`src/rtl/shtp_rx_framer.sv`:
```
// shtp_rx_framer: SHTP receive framer; header parse, single packet buffer, valid/ack delivery.
// Optional per-channel sequence gap detection is compiled in with `define SHTP_SEQ_CHECK_EN.
module shtp_rx_framer #(
    parameter int MAX_PAYLOAD = 128,
    parameter int ADDR_W      = $clog2(MAX_PAYLOAD)
) (
    input  logic              clk,
    input  logic              rst_n,
    input  logic              frame_active,
    input  logic              byte_valid,
    input  logic [7:0]        byte_data,
    output logic              pkt_valid,
    output logic [7:0]        pkt_channel,
    output logic [7:0]        pkt_seq,
    output logic [14:0]       pkt_len,
    output logic              pkt_cont,
    input  logic [ADDR_W-1:0] rd_addr,
    output logic [7:0]        rd_data,
    input  logic              pkt_ack,
    output logic [7:0]        drop_count,
    output logic              seq_error
);
    typedef enum logic [2:0] {IDLE, HDR, PAYLOAD, HOLD, DRAIN} state_t;
    state_t      state_q;
    logic [2:0]  hdr_idx_q;
    logic [7:0]  b0_q, b1_q, ch_q, seq_q;
    logic [14:0] plen_q, wr_cnt_q, total_d;
    logic [7:0]  drop_q, drop_count_d;
    logic        pkt_valid_q, pkt_cont_q;
    logic [7:0]  pkt_channel_q, pkt_seq_q, rd_data_q;
    logic [14:0] pkt_len_q;
    logic        wr_en;
    logic [7:0]  mem [MAX_PAYLOAD];
`ifdef SHTP_SEQ_CHECK_EN
    logic [7:0]  exp_q [8];
    logic [7:0]  seen_q;
    logic        seq_err_q;
`endif

    // Header total length, saturating drop increment and buffer write strobe.
    always_comb begin
        total_d      = {b1_q[6:0], b0_q};
        drop_count_d = (drop_q == 8'hFF) ? drop_q : drop_q + 8'd1;
        wr_en        = (state_q == PAYLOAD) && frame_active && byte_valid;
    end

    // Framing FSM; in HOLD the header fields double as a shadow parser for frames that must be dropped.
    always_ff @(posedge clk or negedge rst_n) begin
        if (!rst_n) begin
            state_q       <= IDLE;
            hdr_idx_q     <= 3'd0;
            b0_q          <= 8'd0;
            b1_q          <= 8'd0;
            ch_q          <= 8'd0;
            seq_q         <= 8'd0;
            plen_q        <= 15'd0;
            wr_cnt_q      <= 15'd0;
            drop_q        <= 8'd0;
            pkt_valid_q   <= 1'b0;
            pkt_channel_q <= 8'd0;
            pkt_seq_q     <= 8'd0;
            pkt_len_q     <= 15'd0;
            pkt_cont_q    <= 1'b0;
`ifdef SHTP_SEQ_CHECK_EN
            for (int i = 0; i < 8; i++) exp_q[i] <= 8'd0;
            seen_q        <= 8'd0;
            seq_err_q     <= 1'b0;
`endif
        end else begin
            case (state_q)
                IDLE: if (frame_active && byte_valid) begin
                    b0_q      <= byte_data;
                    hdr_idx_q <= 3'd1;
                    state_q   <= HDR;
                end
                HDR: if (!frame_active) begin
                    state_q <= IDLE;
                end else if (byte_valid) begin
                    hdr_idx_q <= hdr_idx_q + 3'd1;
                    if (hdr_idx_q == 3'd1) b1_q <= byte_data;
                    else if (hdr_idx_q == 3'd2) ch_q <= byte_data;
                    else begin
                        seq_q    <= byte_data;
                        wr_cnt_q <= 15'd0;
                        plen_q   <= total_d - 15'd4;
                        if (total_d <= 15'd4) state_q <= DRAIN;
                        else if (total_d - 15'd4 > 15'(MAX_PAYLOAD)) begin
                            drop_q  <= drop_count_d;
                            state_q <= DRAIN;
                        end else state_q <= PAYLOAD;
                    end
                end
                PAYLOAD: if (!frame_active) begin
                    drop_q  <= drop_count_d;
                    state_q <= IDLE;
                end else if (byte_valid) begin
                    wr_cnt_q <= wr_cnt_q + 15'd1;
                    if (wr_cnt_q + 15'd1 == plen_q) begin
                        pkt_valid_q   <= 1'b1;
                        pkt_channel_q <= ch_q;
                        pkt_seq_q     <= seq_q;
                        pkt_len_q     <= plen_q;
                        pkt_cont_q    <= b1_q[7];
                        hdr_idx_q     <= 3'd0;
                        state_q       <= HOLD;
`ifdef SHTP_SEQ_CHECK_EN
                        if (ch_q < 8'd6) begin
                            if (seen_q[ch_q[2:0]] && seq_q != exp_q[ch_q[2:0]]) seq_err_q <= 1'b1;
                            exp_q[ch_q[2:0]]  <= seq_q + 8'd1;
                            seen_q[ch_q[2:0]] <= 1'b1;
                        end
`endif
                    end
                end
                HOLD: if (pkt_ack) begin
                    pkt_valid_q <= 1'b0;
                    hdr_idx_q   <= 3'd0;
                    if (frame_active && (byte_valid || hdr_idx_q != 3'd0)) begin
                        state_q <= DRAIN;
                        if (hdr_idx_q < 3'd4) drop_q <= drop_count_d;
                    end else state_q <= IDLE;
                end else if (!frame_active) begin
                    hdr_idx_q <= 3'd0;
                end else if (byte_valid && hdr_idx_q < 3'd4) begin
                    hdr_idx_q <= hdr_idx_q + 3'd1;
                    if (hdr_idx_q == 3'd0) b0_q <= byte_data;
                    else if (hdr_idx_q == 3'd1) b1_q <= byte_data;
                    else if (hdr_idx_q == 3'd3 && total_d > 15'd4) drop_q <= drop_count_d;
                end
                DRAIN: if (!frame_active) state_q <= IDLE;
                default: state_q <= IDLE;
            endcase
        end
    end

    // Payload buffer write port; contents need no reset.
    always_ff @(posedge clk) begin
        if (wr_en) mem[wr_cnt_q[ADDR_W-1:0]] <= byte_data;
    end

    // Registered read port, one cycle latency.
    always_ff @(posedge clk or negedge rst_n) begin
        if (!rst_n) rd_data_q <= 8'd0;
        else rd_data_q <= mem[rd_addr];
    end

    assign pkt_valid   = pkt_valid_q;
    assign pkt_channel = pkt_channel_q;
    assign pkt_seq     = pkt_seq_q;
    assign pkt_len     = pkt_len_q;
    assign pkt_cont    = pkt_cont_q;
    assign rd_data     = rd_data_q;
    assign drop_count  = drop_q;
`ifdef SHTP_SEQ_CHECK_EN
    assign seq_error   = seq_err_q;
`else
    assign seq_error   = 1'b0;
`endif
endmodule
```
`config.mk`:
```
export PLATFORM = sky130hd
export DESIGN_NAME = shtp_rx_framer
export DESIGN_NICKNAME = d
export VERILOG_FILES = /design/src/rtl/shtp_rx_framer.sv
export SDC_FILE = /design/constraint.sdc
export NUM_CORES = 1
export LEC_CHECK = 0
export ABC_AREA = 1
export CORE_MARGIN = 2
export CORE_UTILIZATION = 62
export CTS_CLUSTER_SIZE = 25
export DETAILED_ROUTE_END_ITERATION = 10
export PLACE_DENSITY = 0.79
export SYNTH_ARGS = -nofsm -noshare
export SYNTH_HDL_FRONTEND = slang
export SYNTH_SLANG_ARGS = --single-unit
```
`constraint.sdc`:
```
create_clock -name clk -period 3.3 [get_ports clk]
set_clock_uncertainty 0.1 [all_clocks]
set_input_delay 0.66 -clock clk [delete_from_list [all_inputs] [get_ports clk]]
set_output_delay 0.66 -clock clk [all_outputs]
set_load 0.02 [all_outputs]
```
Word-level counts from Yosys, hierarchy flattened. Memories as Yosys holds them, arrays and structs flattened. A register that Yosys moved wholly into a read port is not among the register bits. Cells that the tools add are included.

Flip-flop bits (word level): 109. Bits in writable memories: 1024. Input bits: 20. Output and inout bits: 50. Word-level logic and storage cells: 160. Memories: 1.

Memories: mem (words 128, width 8, rd ports 1, clocked after memory_dff 1, write ports 1, line 33) `logic [7:0] mem [MAX_PAYLOAD];`.

$add $sub $neg: 4. Order comparisons: 4. Eq/ne operators: 40. Multiplexer cells: 68. Bitwise operators: 2. Reductions and logical operators: 27.

Operators with widths (count): 8-bit 2-to-1 mux (28); 15-bit 2-to-1 mux (6); 3-bit 2-to-1 mux (21); 2-bit != test (second input constant) (17); 3-bit != test (second input constant) (11); 8-bit case mux with 2 select lines (2); 15-bit case mux with 2 select lines (1); 8-bit case mux with 3 select lines (1); 8-bit AND reduction (2); 15-bit by 1-bit adder with 15-bit output (second input constant) (1); 15-bit == test (1); 15-bit by 3-bit > comparator with 1-bit output (second input constant) (1); 15-bit by 8-bit > comparator with 1-bit output (second input constant) (1); 15-bit by 3-bit <= comparator with 1-bit output (second input constant) (1); 3-bit case mux with 5 select lines (1); 15-bit AND reduction (1); 5-bit AND reduction (3); 15-bit by 3-bit subtractor with 15-bit output (second input constant) (1); 7-bit AND reduction (2); 3-bit by 2-bit == test with 1-bit output (second input constant) (4); 3-bit case mux with 4 select lines (1); 8-bit by 1-bit adder with 8-bit output (second input constant) (1); 8-bit == test (second input constant) (1); 2-bit nonzero test (4); other kinds (18) (32).

Depth between registers and ports, before layout.
Word-level depth: 9. Mapped depth: 18. Mapped depth without buffers: 18.

Worst setup path after synthesis. OpenSTA, ideal clock, no wires.

Path kind: input-to-reg. From: in byte_valid. To: mem mem[106][0] (enable). Setup time: 0.370 ns. Arrival time: 2.147 ns. Required time: 2.830 ns. Setup slack: 0.683 ns. Cell stages on the path: 7. Path buffers: 1. Path through: nand2_1 > nor2_2 > inv_2 > nor2_2 > nand3_1 > clkbuf_1 > nor2_1.

Longest elaborated chain between the ends: 3.

RTL lines: start: declaration (line 10) `input logic byte_valid,`; 1-bit logical AND (line 44) `wr_en = (state_q == PAYLOAD) && frame_active && byte_valid;`; 1-bit 2-to-1 mux (line 138) `if (wr_en) mem[wr_cnt_q[ADDR_W-1:0]] <= byte_data;`; 1-bit 2-to-1 mux (implied by the code) (line 138); end: declaration (line 33).

No other way between the ends.

Worst setup path after layout.
From: reg state_q[2]. To: mem mem[32][1] (enable).

Longest elaborated chain between the ends: 5.

RTL lines: start: declaration (line 24) `state_t state_q;`; start signal: assignment (line 50) `state_q <= IDLE;`; start signal: assignment (line 74) `state_q <= HDR;`; start signal: assignment (line 77) `state_q <= IDLE;`; 3-bit by 2-bit == test with 1-bit output (line 44); 1-bit logical AND (2 in a row) (line 44); 1-bit 2-to-1 mux (line 138); 1-bit 2-to-1 mux (implied by the code) (line 138).

No other way between the ends.

==> impl_results.md <==
* CP dominant cell by count: nor2_1
* R2R cell count at 8
* Avg WL per Cell at between 20 and 25 um
* Number of flops mapped to enable cells by yosys at between 1k and 1.5k
* Capturing point of the worst reg2reg path: mem[32][1]$_DFFE_PP_
* Die Y at ~280 um
* Worst Setup Path Type: flop to flop
* Synth cell types at 34
* Final Hold Fails at 0
* Via/cell ratio at about 6.3
* Worst setup path start: state_q[2]$_DFFE_PN0P_
* CTS Root Cell: clkbuf_16
* CTS Buf Count at 109
* Post-Syn Nets at 4077
* Fin cells at around 5.2k
* Period Utilization, post-route at 87.9%
* Global route overflow at 0
* Reg2reg setup slack at 0.40 ns
* Reg-to-Reg Start: state_q[2]$_DFFE_PN0P_
* Max Cap Viol at 0
* Worst-skew pair later-pin latency at 0.69 ns
* Most common cell in the synthesized netlist: edfxtp_1
* Drt first pass iters at 6
* Area growth, synth to finish at 13.7%
* Leak at 18.8 nW
* # placed instances at 5033
* Total number of yosys warnings at 0
* Register area share after synthesis at 72.1%
* CTS H-tree depth at 3
* TritonCTS clock tree: built
* #FFs+latches synth at between 1k and 1.5k
* Top cells by count, synth: 1024 x edfxtp_1, 701 x nor2_1, 648 x nand2_1
* DRC errors left at 0
* Setup bufs post-CTS at 0
* Row Count at 100
* Routability cong. at ~0.9
* Crit Path Max Fanout at 9
* Dpl hpwl at around 75 mm
* PnR Total Power at 0.0330 W
* Largest net degree at the start of global routing at 175
* Share of cells above drive strength 1 at 9.28%
* Highest Clock Rate at 0.345 GHz
* Slew Limit Fails at 0
* Layout Utilization at 71.3%
* Synthesized area at 46700 um^2
* Tot GR Track Use at 32.1%
* HP Start: byte_data[0]
* IO Port Bufs at 68
* DIE AREA at 77500 um^2
* Crit-path cells: nor2_1 > nand2_1 > nor2_4 > inv_2 > nor2_2 > nand3_1 > buf_4 > nor2_1
* Ant. Diodes at 0
* Initial antenna violation count at 0
* Worst VDD drop at 0.000592 V
* Post-synthesis average cell area at 11.5 um^2
* Top-area cell type share of the netlist area at between 60% and 70%
* Routed vias at about 33k
* Clk sinks at 1141
* Num ports at 70
* Global-route wire length before repair at 189 mm
* Antenna Nets Post-Route at 0
* Post-layout min period at 2.90 ns
* Starting Density at roughly 63%
* Initial DRC count at 5232
* Worst Tran Pin Value at 1.14 ns
* Startpoint Class: flop
* Min-Delay Path Class: primary input to flop
* WP data required at 3.50 ns
* Crit-path slowest cell: nor2_1
* Max incr delay on CP at between 0.5 and 0.6 ns
* Final wirelength at 125 mm
* Mapped Cells at around 4.0k
* Die X at 278 um
* CP endpoint: mem[32][1]$_DFFE_PP_
* PD cells at approximately 620 nW/um^2
* Total Nets Final at 4206
* Final setup fails at 0
* Synth async-reset ratio at about a tenth
* Vias in the first global route at 32.1k
* Most area-consuming cells after synthesis: edfxtp_1 66%, dfrtp_1 6.3%, o21ai_0 6.2%
* Crit end category: flop
* Clk slew on worst S/H paths at 0.06 ns
* Cell taking the most area after synthesis: edfxtp_1
* Relative slew slack at 23.6%
* Crit path DAT at 3.10 ns
* Core box area at 74400 um^2
* Unrepaired setup endpoints after global routing: no
* Synth Flop Type: edfxtp_1
* CTS Buffer Depth at 3
* Status: complete, no violations
* WHS Path Cells at 1
-- where the power goes --
part | internal, W | switching (W)
Clock | 0.00724 | 0.00535
Sequential | 0.0161 | 0.000429
Combinational | 0.00116 | 0.00275
Total | 0.0245 | 0.00852
-- worst min-delay path by stage --
stage	endpoint	slack, ns
2_1_floorplan	b0_q[0]$_DFFE_PN0P_	0.26
3_3_place_gp	pkt_len[5]$_DFFE_PN0P_	0.36
3_5_place_dp	pkt_len[14]$_DFFE_PN0P_	0.36
4_1_cts	mem[13][0]$_DFFE_PP_	0.35
5_1_grt	mem[13][0]$_DFFE_PP_	0.35
6_report	mem[15][0]$_DFFE_PP_	0.36
-- metal layers --
layer	vias up	share of wire (%)	global-route usage, %	routed length, um
li1	14736	-	-	-
met1	15883	37	43.9	45700
met2	2211	47	51.0	59000
met3	358	11	5.88	14200
met4	0	4.6	14.3	5690
met5	-	0	0	0
-- through the flow --
| stage | instance area (um^2) | TNS (ns) | hold WS [ns] | worst slack, ns |
|---|---|---|---|---|
| 2_1_floorplan | 46700 | 0 | 0.264 | 0.683 |
| 3_3_place_gp | 49500 | 0 | 0.356 | 0.0843 |
| 3_5_place_dp | 49500 | -0.216 | 0.359 | -0.0274 |
| 4_1_cts | 53100 | 0 | 0.348 | 0.456 |
| 5_1_grt | 53100 | 0 | 0.352 | 0.135 |
| 6_report | 53100 | 0 | 0.365 | 0.400 |
-- sequential cells by signal (all words and copies together), names as in the netlist --
register,count
drop_count,8
pkt_valid,1
hdr_idx_q,3
pkt_seq,8
pkt_len,15
pkt_channel,8
state_q,3
rd_data,8
ch_q,8
plen_q,15
mem,1024
wr_cnt_q,15
b1_q,8
pkt_cont,1
seq_q,8
b0_q,8
-- kinds of logic after synthesis --
family                     Yosys count  share of synthesized area (%)
adders and majority gates           10                          0.268
and+or+nand+nor                   1668                           14.4
other                                1                        0.00803
AOI/OAI and AO/OA                  865                           10.0
DFF                               1141                           72.1
buffers and inverters              350                           2.95
xor gates and xnor gates            12                          0.225
-- worst max-delay path: cells and delay by family, from the launching register on --
kind	cells	cell delay [ns]
buffers and inverters	2	0.42
DFF	1	0.45
and+or+nand+nor	6	1.53
-- repair_timing --
item                      CTS  global route
hold endpoints to repair   67             0
hold buffers                1             0
resized for setup           0             0
-- cell usage in the layout (no fill, tap or decap), types with 55 or more instances in the layout --
master,count
o21ai_0,576
clkdlybuf4s50_1,55
buf_4,176
clkbuf_16,112
edfxtp_1,1024
inv_1,92
nand2_1,648
o22ai_1,264
dfrtp_1,117
nand3_1,279
nor2_1,701
-- layout make-up --
cell class	count	area [um^2]
Clock inverter	68	678
Inverter	101	394
Fill cell	4793	21400
Tap cell	969	1210
Multi-Input combinational cell	2556	11700
Sequential cell	1141	33700
Timing Repair Buffer	267	2540
Clock buffer	135	2930
(Power assumes the default switching activity.)
